File: config.mk
export PLATFORM = sky130hd
export DESIGN_NAME = id_ex_stage
export DESIGN_NICKNAME = d
export VERILOG_FILES = /design/src/rtl/id_ex_stage_pkg.sv /design/src/rtl/ex_forward_unit.sv /design/src/rtl/id_ex_stage.sv
export SDC_FILE = /design/constraint.sdc
export NUM_CORES = 1
export LEC_CHECK = 0
export CAP_MARGIN = 20
export CORE_AREA = 2 2 148 150
export CTS_CLUSTER_DIAMETER = 30
export DETAILED_ROUTE_END_ITERATION = 16
export DIE_AREA = 0 0 150 152
export PLACE_DENSITY = 0.85
export SLEW_MARGIN = 10
export SYNTH_ARGS = -nofsm -noshare
export SYNTH_HDL_FRONTEND = slang
export SYNTH_SLANG_ARGS = --single-unit
File: constraint.sdc
create_clock -name clk_i -period 3.86 [get_ports clk_i]
set_input_delay 0.579 -clock clk_i [delete_from_list [all_inputs] [get_ports clk_i]]
set_output_delay 0.579 -clock clk_i [all_outputs]
set_load 0.03 [all_outputs]
File: src/rtl/id_ex_stage_pkg.sv
// Shared definitions for the ID/EX pipeline register: ALU op codes,
// forwarding-select encoding and the registered control bundle.
package id_ex_stage_pkg;

    localparam logic [3:0] ALU_AND = 4'b0000;
    localparam logic [3:0] ALU_OR  = 4'b0001;
    localparam logic [3:0] ALU_ADD = 4'b0010;
    localparam logic [3:0] ALU_SUB = 4'b0011;
    localparam logic [3:0] ALU_SLT = 4'b0100;
    localparam logic [3:0] ALU_LW  = 4'b0101;
    localparam logic [3:0] ALU_SW  = 4'b0110;
    localparam logic [3:0] ALU_BEQ = 4'b0111;

    typedef enum logic [1:0] {
        FWD_REG   = 2'b00,
        FWD_MEMWB = 2'b01,
        FWD_EXMEM = 2'b10
    } fwd_sel_t;

    typedef struct packed {
        logic reg_write;
        logic mem_read;
        logic mem_write;
        logic mem_to_reg;
        logic branch;
    } ex_ctrl_t;

endpackage

File: src/rtl/ex_forward_unit.sv
// Per-operand forwarding mux: picks EX/MEM, then MEM/WB, then the registered
// value. Register 0 never matches, so it always reads the registered data.
module ex_forward_unit
    import id_ex_stage_pkg::*;
#(
    parameter int DW = 32,
    parameter int AW = 5
) (
    input  logic [AW-1:0] src_reg,
    input  logic [DW-1:0] reg_data,
    input  logic          exmem_reg_write,
    input  logic [AW-1:0] exmem_rd,
    input  logic [DW-1:0] exmem_result,
    input  logic          memwb_reg_write,
    input  logic [AW-1:0] memwb_rd,
    input  logic [DW-1:0] memwb_data,
    output fwd_sel_t      fwd_sel,
    output logic [DW-1:0] fwd_data
);

    logic exmem_hit;
    logic memwb_hit;

    assign exmem_hit = exmem_reg_write && (exmem_rd != '0) && (exmem_rd == src_reg);
    assign memwb_hit = memwb_reg_write && (memwb_rd != '0) && (memwb_rd == src_reg);

    always_comb begin
        fwd_sel  = FWD_REG;
        fwd_data = reg_data;
        if (exmem_hit) begin
            fwd_sel  = FWD_EXMEM;
            fwd_data = exmem_result;
        end else if (memwb_hit) begin
            fwd_sel  = FWD_MEMWB;
            fwd_data = memwb_data;
        end
    end

endmodule

File: src/rtl/id_ex_stage.sv
// ID/EX pipeline register with EX-stage operand forwarding, stall/flush
// control and load-use hazard detection against the decode slot.
module id_ex_stage
    import id_ex_stage_pkg::*;
#(
    parameter int DW = 32,
    parameter int AW = 5
) (
    input  logic          clk_i,
    input  logic          rst_i,
    input  logic          stall_i,
    input  logic          flush_i,
    input  logic          id_valid_i,
    input  logic [DW-1:0] id_rs_data_i,
    input  logic [DW-1:0] id_rt_data_i,
    input  logic [DW-1:0] id_imm_i,
    input  logic [AW-1:0] id_rs_i,
    input  logic [AW-1:0] id_rt_i,
    input  logic [AW-1:0] id_rd_i,
    input  logic [3:0]    id_alu_ctrl_i,
    input  logic          id_alu_src_i,
    input  logic          id_reg_write_i,
    input  logic          id_mem_read_i,
    input  logic          id_mem_write_i,
    input  logic          id_mem_to_reg_i,
    input  logic          id_branch_i,
    input  logic          exmem_reg_write_i,
    input  logic [AW-1:0] exmem_rd_i,
    input  logic [DW-1:0] exmem_result_i,
    input  logic          memwb_reg_write_i,
    input  logic [AW-1:0] memwb_rd_i,
    input  logic [DW-1:0] memwb_data_i,
    output logic [DW-1:0] alu_src1_o,
    output logic [DW-1:0] alu_src2_o,
    output logic [3:0]    alu_ctrl_o,
    output logic [DW-1:0] store_data_o,
    output logic [AW-1:0] rd_o,
    output logic          reg_write_o,
    output logic          mem_read_o,
    output logic          mem_write_o,
    output logic          mem_to_reg_o,
    output logic          branch_o,
    output logic          valid_o,
    output logic          load_use_o
);

    logic [DW-1:0] rs_data_p1;
    logic [DW-1:0] rt_data_p1;
    logic [DW-1:0] imm_p1;
    logic [AW-1:0] rs_p1;
    logic [AW-1:0] rt_p1;
    logic [AW-1:0] rd_p1;
    logic [3:0]    alu_ctrl_p1;
    logic          alu_src_p1;
    ex_ctrl_t      ctrl_p1;
    logic          vld_p1;

    fwd_sel_t      rs_sel;
    fwd_sel_t      rt_sel;
    logic [DW-1:0] rs_fwd;
    logic [DW-1:0] rt_fwd;

    // ID -> EX boundary
    always_ff @(posedge clk_i or posedge rst_i) begin
        if (rst_i) begin
            rs_data_p1  <= '0;
            rt_data_p1  <= '0;
            imm_p1      <= '0;
            rs_p1       <= '0;
            rt_p1       <= '0;
            rd_p1       <= '0;
            alu_ctrl_p1 <= '0;
            alu_src_p1  <= 1'b0;
            ctrl_p1     <= '0;
            vld_p1      <= 1'b0;
        end else if (flush_i) begin
            rs_data_p1  <= '0;
            rt_data_p1  <= '0;
            imm_p1      <= '0;
            rs_p1       <= '0;
            rt_p1       <= '0;
            rd_p1       <= '0;
            alu_ctrl_p1 <= '0;
            alu_src_p1  <= 1'b0;
            ctrl_p1     <= '0;
            vld_p1      <= 1'b0;
        end else if (stall_i) begin
            // Capture forwarded operands so they outlive a producer retiring mid-stall
            if (rs_sel != FWD_REG) rs_data_p1 <= rs_fwd;
            if (rt_sel != FWD_REG) rt_data_p1 <= rt_fwd;
        end else begin
            rs_data_p1         <= id_rs_data_i;
            rt_data_p1         <= id_rt_data_i;
            imm_p1             <= id_imm_i;
            rs_p1              <= id_rs_i;
            rt_p1              <= id_rt_i;
            rd_p1              <= id_rd_i;
            alu_ctrl_p1        <= id_alu_ctrl_i;
            alu_src_p1         <= id_alu_src_i;
            ctrl_p1.reg_write  <= id_reg_write_i & id_valid_i;
            ctrl_p1.mem_read   <= id_mem_read_i & id_valid_i;
            ctrl_p1.mem_write  <= id_mem_write_i & id_valid_i;
            ctrl_p1.mem_to_reg <= id_mem_to_reg_i;
            ctrl_p1.branch     <= id_branch_i & id_valid_i;
            vld_p1             <= id_valid_i;
        end
    end

    ex_forward_unit #(.DW(DW), .AW(AW)) u_fwd_rs (
        .src_reg         (rs_p1),
        .reg_data        (rs_data_p1),
        .exmem_reg_write (exmem_reg_write_i),
        .exmem_rd        (exmem_rd_i),
        .exmem_result    (exmem_result_i),
        .memwb_reg_write (memwb_reg_write_i),
        .memwb_rd        (memwb_rd_i),
        .memwb_data      (memwb_data_i),
        .fwd_sel         (rs_sel),
        .fwd_data        (rs_fwd)
    );

    ex_forward_unit #(.DW(DW), .AW(AW)) u_fwd_rt (
        .src_reg         (rt_p1),
        .reg_data        (rt_data_p1),
        .exmem_reg_write (exmem_reg_write_i),
        .exmem_rd        (exmem_rd_i),
        .exmem_result    (exmem_result_i),
        .memwb_reg_write (memwb_reg_write_i),
        .memwb_rd        (memwb_rd_i),
        .memwb_data      (memwb_data_i),
        .fwd_sel         (rt_sel),
        .fwd_data        (rt_fwd)
    );

    // EX stage outputs
    assign alu_src1_o   = rs_fwd;
    assign alu_src2_o   = alu_src_p1 ? imm_p1 : rt_fwd;
    assign store_data_o = rt_fwd;
    assign alu_ctrl_o   = alu_ctrl_p1;
    assign rd_o         = rd_p1;
    assign reg_write_o  = ctrl_p1.reg_write;
    assign mem_read_o   = ctrl_p1.mem_read;
    assign mem_write_o  = ctrl_p1.mem_write;
    assign mem_to_reg_o = ctrl_p1.mem_to_reg;
    assign branch_o     = ctrl_p1.branch;
    assign valid_o      = vld_p1;

    assign load_use_o = vld_p1 & ctrl_p1.mem_read & (rd_p1 != '0) & id_valid_i &
                        ((rd_p1 == id_rs_i) | (rd_p1 == id_rt_i));

endmodule
Word-level counts from Yosys, hierarchy flattened. Cells that the tools add are included.

Input bits: 202. Register bits: 122. Logic and storage cells: 74.

Reductions and logical operators: 11. Mux-type cells: 31. Bitwise logic cells: 9. Eq/ne operators: 9.

Operators by type and width (number): 32-bit two-way mux (13); 5-bit two-way mux (8); 5-bit equality test (6); 5-bit nonzero test (3); 1-bit AND (8); 4-bit two-way mux (2); 1-bit logical AND (6); 1-bit two-way mux (6); 3-bit by 1-bit inequality test with 1-bit output (second input constant) (2); 2-bit two-way mux (2); 2-bit nonzero test (2); 2-bit by 1-bit inequality test with 1-bit output (second input constant) (1); 1-bit bitwise OR (1).

Depth between registers and ports, before layout. Gate-level depths: netlist of the first run.

Depth after elaboration: 9. Mapped depth: 8. Mapped depth without buffers: 5.

Modules after synthesis. From an unflattened synthesis of the first run, not the netlist that was laid out.

Cells, all modules: 906. Area total of the unflattened synthesis: 8421.8 um^2.

Modules (own cells, without submodules): id_ex_stage (seq. area each 3052.9 um^2, area an instance 6074.6 um^2, instances 1, cells each 530); ex_forward_unit (seq. area each 0.0 um^2, area an instance 1173.6 um^2, instances 2, cells each 188).

Worst setup path before layout of the first run. Ideal clock, no wire load.

Path type: input to output. Start: input port memwb_rd_i[0]. End: output port alu_src2_o[10]. Buffers on the path: 1. Slack: 677 ps. Arrival time: 2604 ps. Stages on the path: 6. Required time: 3281 ps. Path through: or4_4 -> o21ai_2 -> buf_2 -> o31ai_1 -> a31oi_1 -> mux2_2.

Longest elaborated chain between the ends: 6. Elaborated cells on any way between the ends: 7. Classes of those cells: eq/ne: 1; mux: 3; reduce/logical: 3.

Ends and longest elaborated chain: start, declared (RTL line id_ex_stage.sv:31) `input logic [AW-1:0] memwb_rd_i,`; 5-bit nonzero test (RTL line ex_forward_unit.sv:25) `assign memwb_hit = memwb_reg_write && (memwb_rd != '0) && (memwb_rd == src_reg);`; 1-bit logical AND (RTL line ex_forward_unit.sv:25); 1-bit logical AND (*) (RTL line ex_forward_unit.sv:25); 32-bit two-way mux (*) (RTL line ex_forward_unit.sv:33) `end else if (memwb_hit) begin`; 32-bit two-way mux (*) (RTL line ex_forward_unit.sv:30) `if (exmem_hit) begin`; via store_data_o[10] (RTL line id_ex_stage.sv:36) `output logic [DW-1:0] store_data_o,`; 32-bit two-way mux (*) (RTL line id_ex_stage.sv:137) `assign alu_src2_o = alu_src_p1 ? imm_p1 : rt_fwd;`; end, declared (RTL line id_ex_stage.sv:34) `output logic [DW-1:0] alu_src2_o,`.

Mark *: on every way through the listed nets, which the timed path passes. The rest lies on a longest branch.

Final worst setup path of the first run.
Start: input port memwb_rd_i[0]. End: output port alu_src2_o[17].

Longest elaborated chain between the ends: 6. Elaborated cells on any way between the ends: 7. Classes of those cells: eq/ne: 1; mux: 3; reduce/logical: 3.

Ends and longest elaborated chain (RTL line): 5-bit nonzero test (ex_forward_unit.sv:25); 1-bit logical AND (ex_forward_unit.sv:25); 1-bit logical AND (*) (ex_forward_unit.sv:25); 32-bit two-way mux (*) (ex_forward_unit.sv:33); 32-bit two-way mux (*) (ex_forward_unit.sv:30); 32-bit two-way mux (*) (id_ex_stage.sv:137).

Every way passes the cells marked *; elsewhere a longest branch is shown, timed or not.

==> results of run 1 <==
[registers in the layout, indices dropped and copies added (netlist names), 4 cells and up]
signal	flops
rd_o	5
imm_p1	32
rs_data_p1	32
rt_p1	5
alu_ctrl_o	4
rs_p1	5
rt_data_p1	32
[per-layer routing]
metal,track usage (%),up-vias,share of wire [%]
met5,0,-,0
met4,12.53,0,3.6
met3,6.216,80,9.2
met2,42.25,528,46
met1,37.06,4284,41
li1,-,3991,-
[critical path, stage by stage]
cell and delay, ns:
clkdlybuf4s50_1 0.47, or4_4 0.56, o21a_2 0.23, buf_12 0.23
nand4_1 0.18, a31oi_1 0.11, buf_4 0.17, mux2_2 0.26
buf_4 0.17
[power by group]
group	leakage [nW]	switching [mW]	internal (mW)	total, mW
combinational	3.38	0.723	0.595	1.32
clock	0.290	0.659	0.984	1.64
sequential	1.62	0.0432	1.35	1.39
[through the flow]
stage / worst slack [ns] / utilization [%] / hold WS (ns)
3_3_place_gp: 0.3545 / 55.49 / 0.4982
2_1_floorplan: 0.03847 / - / 0.4835
6_report: 0.2431 / 58.44 / 0.5226
4_1_cts: 0.3082 / 58.42 / 0.5256
3_5_place_dp: 0.3217 / 55.62 / 0.5096
5_1_grt: 0.1988 / 58.43 / 0.5488
[cell usage after synthesis (4+ instances only)]
cell | number | share of area (%)
clkbuf_1 | 75 | 3.4
a31oi_1 | 64 | 4.8
mux2_2 | 32 | 4.3
dfrtp_1 | 122 | 36
and4_1 | 33 | 3.4
a22oi_1 | 4 | 0.36
inv_1 | 33 | 1.5
buf_1 | 12 | 0.54
nor2_1 | 60 | 2.7
buf_2 | 14 | 0.84
a21oi_1 | 34 | 2.0
o311ai_1 | 32 | 3.3
nand2_1 | 33 | 1.5
a311oi_1 | 32 | 3.3
xor2_1 | 15 | 1.6
o31ai_1 | 32 | 2.9
o21ba_1 | 14 | 1.7
nor3_1 | 35 | 2.1
o21ba_2 | 18 | 2.1
nor2b_1 | 33 | 2.5
nand4_2 | 8 | 1.2
nand4_1 | 25 | 1.9
mux2i_1 | 53 | 6.3
nand3b_1 | 32 | 2.9
xnor2_1 | 15 | 1.6
o31a_1 | 32 | 3.3
[kinds of logic after synthesis]
group           Yosys count  synth area share, %
xor+xnor                 30                3.133
buf+inv                 137                6.519
compound gates          267                24.42
simple gates            269                18.90
flops                   122                36.40
mux                      85                10.62
[final cells by class]
type | instances | area [sq um]
clock buffers | 18 | 439.2
diodes | 2 | 5.005
inverters | 34 | 130.1
multi-input cells | 651 | 4811
flip-flops and latches | 122 | 3053
clock inverters | 14 | 157.7
fillers | 1836 | 8874
repair buffers | 341 | 3531
well taps | 280 | 350.3
[worst max path at each step]
stage | start | to | slack, ns | cells past startpoint
3_3_place_gp | memwb_rd_i[0] | alu_src2_o[29] | 0.35 | 9
3_5_place_dp | exmem_rd_i[1] | alu_src2_o[30] | 0.32 | 8
6_report | memwb_rd_i[0] | alu_src2_o[17] | 0.24 | 9
5_1_grt | exmem_rd_i[1] | alu_src2_o[2] | 0.20 | 8
4_1_cts | exmem_rd_i[1] | alu_src2_o[2] | 0.31 | 8
2_1_floorplan | rst_i | alu_ctrl_o[0] | 0.04 | 1
==> results.ini, run 1 <==
[status]
status = finished, final reports clean

[grt]
grt_use_total_pct = 27.58
grt_max_degree = 97
grt_pass1_vias = 8913
grt-ovfl-total = 0
grt_pass1_wl_microns = 49380
antenna_found_initial = 1

[final_layout]
final_common_cell = clkdlybuf4s50_1
nets = 1369
stdcell_area_sq_mm = 0.01248
drive_above_1_share_pct = 19.15
synthToLayoutAreaGrowth_pct = 48.77
final_cell_mix = clkdlybuf4s50_1, dfrtp_1, buf_4
final_cell_count_no_fill = 1462

[routing]
dr.first_iter.drc_count = 886
post_drt_wl_per_cell_microns = 21.88
routed_wl_microns = 31990
viasPerCell = 6.076
via_count = 8883
drc = 0
dr.pass1.iters = 6
drtAntennaViolNets = 0

[logic_synthesis]
synth_area_per_cell_sq_um = 9.216
yosysWarnings = 0
synth_flop_cell = dfrtp_1
synth_cells = 910
ys_seq_area_share_pct = 36.40
syn_area_sq_mm = 0.008387
synth-edff-count = 0
async_flop_share_pct = 100.0
synth-seq-cells = 122
synthesis.nets = 1112
ys_types = 40

[min_path]
hold_class = reg2reg
whs_endpoint = imm_p1[29]
holdPathStages = 2
min-delay-start = imm_p1[29]

[timing]
finalHoldViolations = 0
fin_tns_setup_ns = 0
relSlewSlack_pct = 41.20
worst_slew_pin_slew_ns = 0.8820
max_freq_mhz = 276.5
setup_viol = 0
skew_ns = 0.01181
rsz0062_at_grt = false
slew_viol_final = 0
min_period_ns = 3.617
fin_crit_sh_pct = 93.70

[clock_network]
clockBufferDepth = 2
holdBufCountCts = 0
cts_resized = 0
path_clk_slew_ns = 0.06
cts_root_buf = clkbuf_16
cts.sinks = 122
postCtsSetupBuffers = 0
numCtsBuffers = 17
ctsHtreeMaxLevel = 4
cts_tree = yes
clk-insertion-delay-late_ns = 0.42

[floorplanning]
die_x_microns = 150
die_h_microns = 152
start_util_pct = 39.28
ios = 314
fp.dieArea_sq_mm = 0.02280
rows = 54
core-area_sq_mm = 0.02135

[worst_setup_path]
rr_worst_depth = 6
reg2reg_to = rs_data_p1[31]
cp-end-kind = output port
r2r-start = rs_p1[0]
crit_type = in2out
arrival_ns = 3.04
start_kind = input port
worst-path-max-fanout = 96
rrSetupSlack_ns = 1.74
required_ns = 3.28

[job]
maxCapViolCount = 0

[power]
leakagePower_nw = 5.289
p_per_area_mw_per_mm2 = 349.0
ir_drop_mv = 0.2840
finalPower_mw = 4.354

[placed_design]
dp_hpwl_microns = 23040
place_area_sq_mm = 0.01188
numPortBuffers = 313
gp_congestion = 0.9425
dp_cells = 1428

No activity file was read; power rests on OpenSTA's default activity.
==> run 2, diff against run 1 <==
--- a/config.mk
+++ b/config.mk
@@ -11,6 +11,7 @@
 export DETAILED_ROUTE_END_ITERATION = 16
 export DIE_AREA = 0 0 150 152
 export PLACE_DENSITY = 0.85
+export REMOVE_ABC_BUFFERS = 1
 export SLEW_MARGIN = 10
 export SYNTH_ARGS = -nofsm -noshare
 export SYNTH_HDL_FRONTEND = slang
==> results.ini, run 2 (same netlist as run 1, synthesis figures left out) <==
[clock_network]
numCtsBuffers = 17
clockBufferDepth = 2
cts_tree = yes
postCtsSetupBuffers = 0
cts_root_buf = clkbuf_16
cts.sinks = 122
clk-insertion-delay-late_ns = 0.42
ctsHtreeMaxLevel = 4
path_clk_slew_ns = 0.06

[timing]
rsz0062_at_grt = false
min_period_ns = 3.821
worst_slew_pin_slew_ns = 0.9949
slew_viol_final = 0
skew_ns = 0.007359
fin_tns_setup_ns = 0
max_freq_mhz = 261.7
fin_crit_sh_pct = 98.99
finalHoldViolations = 0
relSlewSlack_pct = 33.68
setup_viol = 0

[min_path]
holdPathStages = 2
hold_class = reg2reg

[floorplanning]
rows = 54
fp.dieArea_sq_mm = 0.02280
core-area_sq_mm = 0.02135
start_util_pct = 39.28
die_h_microns = 152
ios = 314
die_x_microns = 150

[routing]
routed_wl_microns = 32090
dr.first_iter.drc_count = 628
drtAntennaViolNets = 0
viasPerCell = 6.112
dr.pass1.iters = 5
drc = 0
post_drt_wl_per_cell_microns = 21.68
via_count = 9046

[grt]
grt_max_degree = 123
grt_use_total_pct = 27.04
grt-ovfl-total = 0
grt_pass1_vias = 9336
grt_pass1_wl_microns = 48740
antenna_found_initial = 0

[worst_setup_path]
slowest_stage = clkdlybuf4s50_1
required_ns = 3.28
start_kind = input port
arrival_ns = 3.24
crit_top_cell = clkdlybuf4s50_1
rr_worst_depth = 7
crit_chain = clkdlybuf4s50_1 > or4_4 > buf_4 > o21ai_4 > buf_12 > o31ai_1 > a31oi_1 > clkdlybuf4s50_1
cp-end-kind = output port
worst-path-max-fanout = 17
crit_type = in2out
slowest_delay_ns = 0.72

[final_layout]
register_area_sq_mm = 0.003054
drive_above_1_share_pct = 17.00
final_common_cell = clkdlybuf4s50_1
synthToLayoutAreaGrowth_pct = 51.10
n_fill_cell = 1790
nets = 1389
multi_input_area_sq_mm = 0.004846
final_cell_mix = clkdlybuf4s50_1, dfrtp_1, buf_4
antenna_cells = 0
stdcell_area_sq_mm = 0.01267
largestRegisters = imm_p1 (32), rs_data_p1 (32), rt_data_p1 (32)

[placed_design]
dp_hpwl_microns = 21350
place_area_sq_mm = 0.01195
gp_congestion = 0.8758
numPortBuffers = 313

[status]
status = finished, final reports clean

[power]
ir_drop_mv = 0.2824
leakagePower_nw = 5.662
p_per_area_mw_per_mm2 = 361.1

[job]
maxCapViolCount = 0

[run 2: changes by cell type in the layout (fill, tap and decap cells not counted), moves of 2 or more]
cell | before | now
dlymetal6s2s_1 | 0 | 20
dlygate4sd2_1 | 0 | 18
buf_12 | 33 | 17
buf_4 | 92 | 78
clkdlybuf4s50_1 | 215 | 226
bufinv_16 | 2 | 6
inv_6 | 6 | 3
diode_2 | 2 | 0
[run 2: area by class of cell]
class | count | share of cell area (%)
inverters | 34 | 1.047
well taps | 280 | 2.765
flip-flops and latches | 122 | 24.10
clock inverters | 14 | 1.915
repair buffers | 360 | 28.47
multi-input cells | 652 | 38.24
clock buffers | 18 | 3.466
[run 2: worst paths after layout]
check | startpoint | endpoint | slack, ns
worst min register to register | imm_p1[8] | imm_p1[8] | 0.53
max in group asynchronous | rst_i | rs_data_p1[15] | 2.43
worst min-delay path | imm_p1[8] | imm_p1[8] | 0.53
worst max register to register | rt_p1[2] | rt_data_p1[14] | 1.76
min in group asynchronous | rst_i | imm_p1[29] | 0.62
worst max-delay path | memwb_rd_i[0] | store_data_o[3] | 0.04
[run 2: stage by stage]
step                hold WS (ns)  setup slack [ns]  utilization (%)  total power [mW]  cells
finish                    0.5256           0.03896            59.35             4.576   1480
global route              0.5511         0.0005886            59.35             4.742   1480
CTS                       0.5239          0.002387            59.08             4.591   1479
detailed placement        0.5097          -0.06246            55.99             2.709   1447
global placement          0.4976         -0.005016            55.99             2.684   1447
floorplan                 0.4835           -0.4689                -             2.018    807
[run 2: layer usage]
metal / routed length [microns] / track usage [%] / up-vias / part of all wire [%]
li1: - / - / 4032 / -
met1: 11690 / 30.87 / 4364 / 36
met2: 15850 / 46.34 / 545 / 49
met3: 3358 / 7.718 / 105 / 10
met4: 1191 / 12.62 / 0 / 3.7
met5: 0 / 0 / - / 0
[run 2: report_power, final]
part	leakage, nW	internal, mW	switching [mW]
combinational	3.72	0.577	0.715
clock	0.323	1.23	0.653
sequential	1.62	1.35	0.0461
total	5.66	3.16	1.41
[run 2: repair_timing]
item / 4_1_cts / 5_1_grt
hold buffers: 0 / 0
pin swaps: 0 / 0
gates cloned: 0 / 1
endpoints found under the setup margin: 18 / 15
resized for setup: 18 / 20
[run 2: critical path, delay by kind of cell]
family	cells	cell delay [ns]
AO/OA/AOI/OAI	3	0.57
buffers and inverters	4	1.50
AND/OR/NAND/NOR	1	0.59
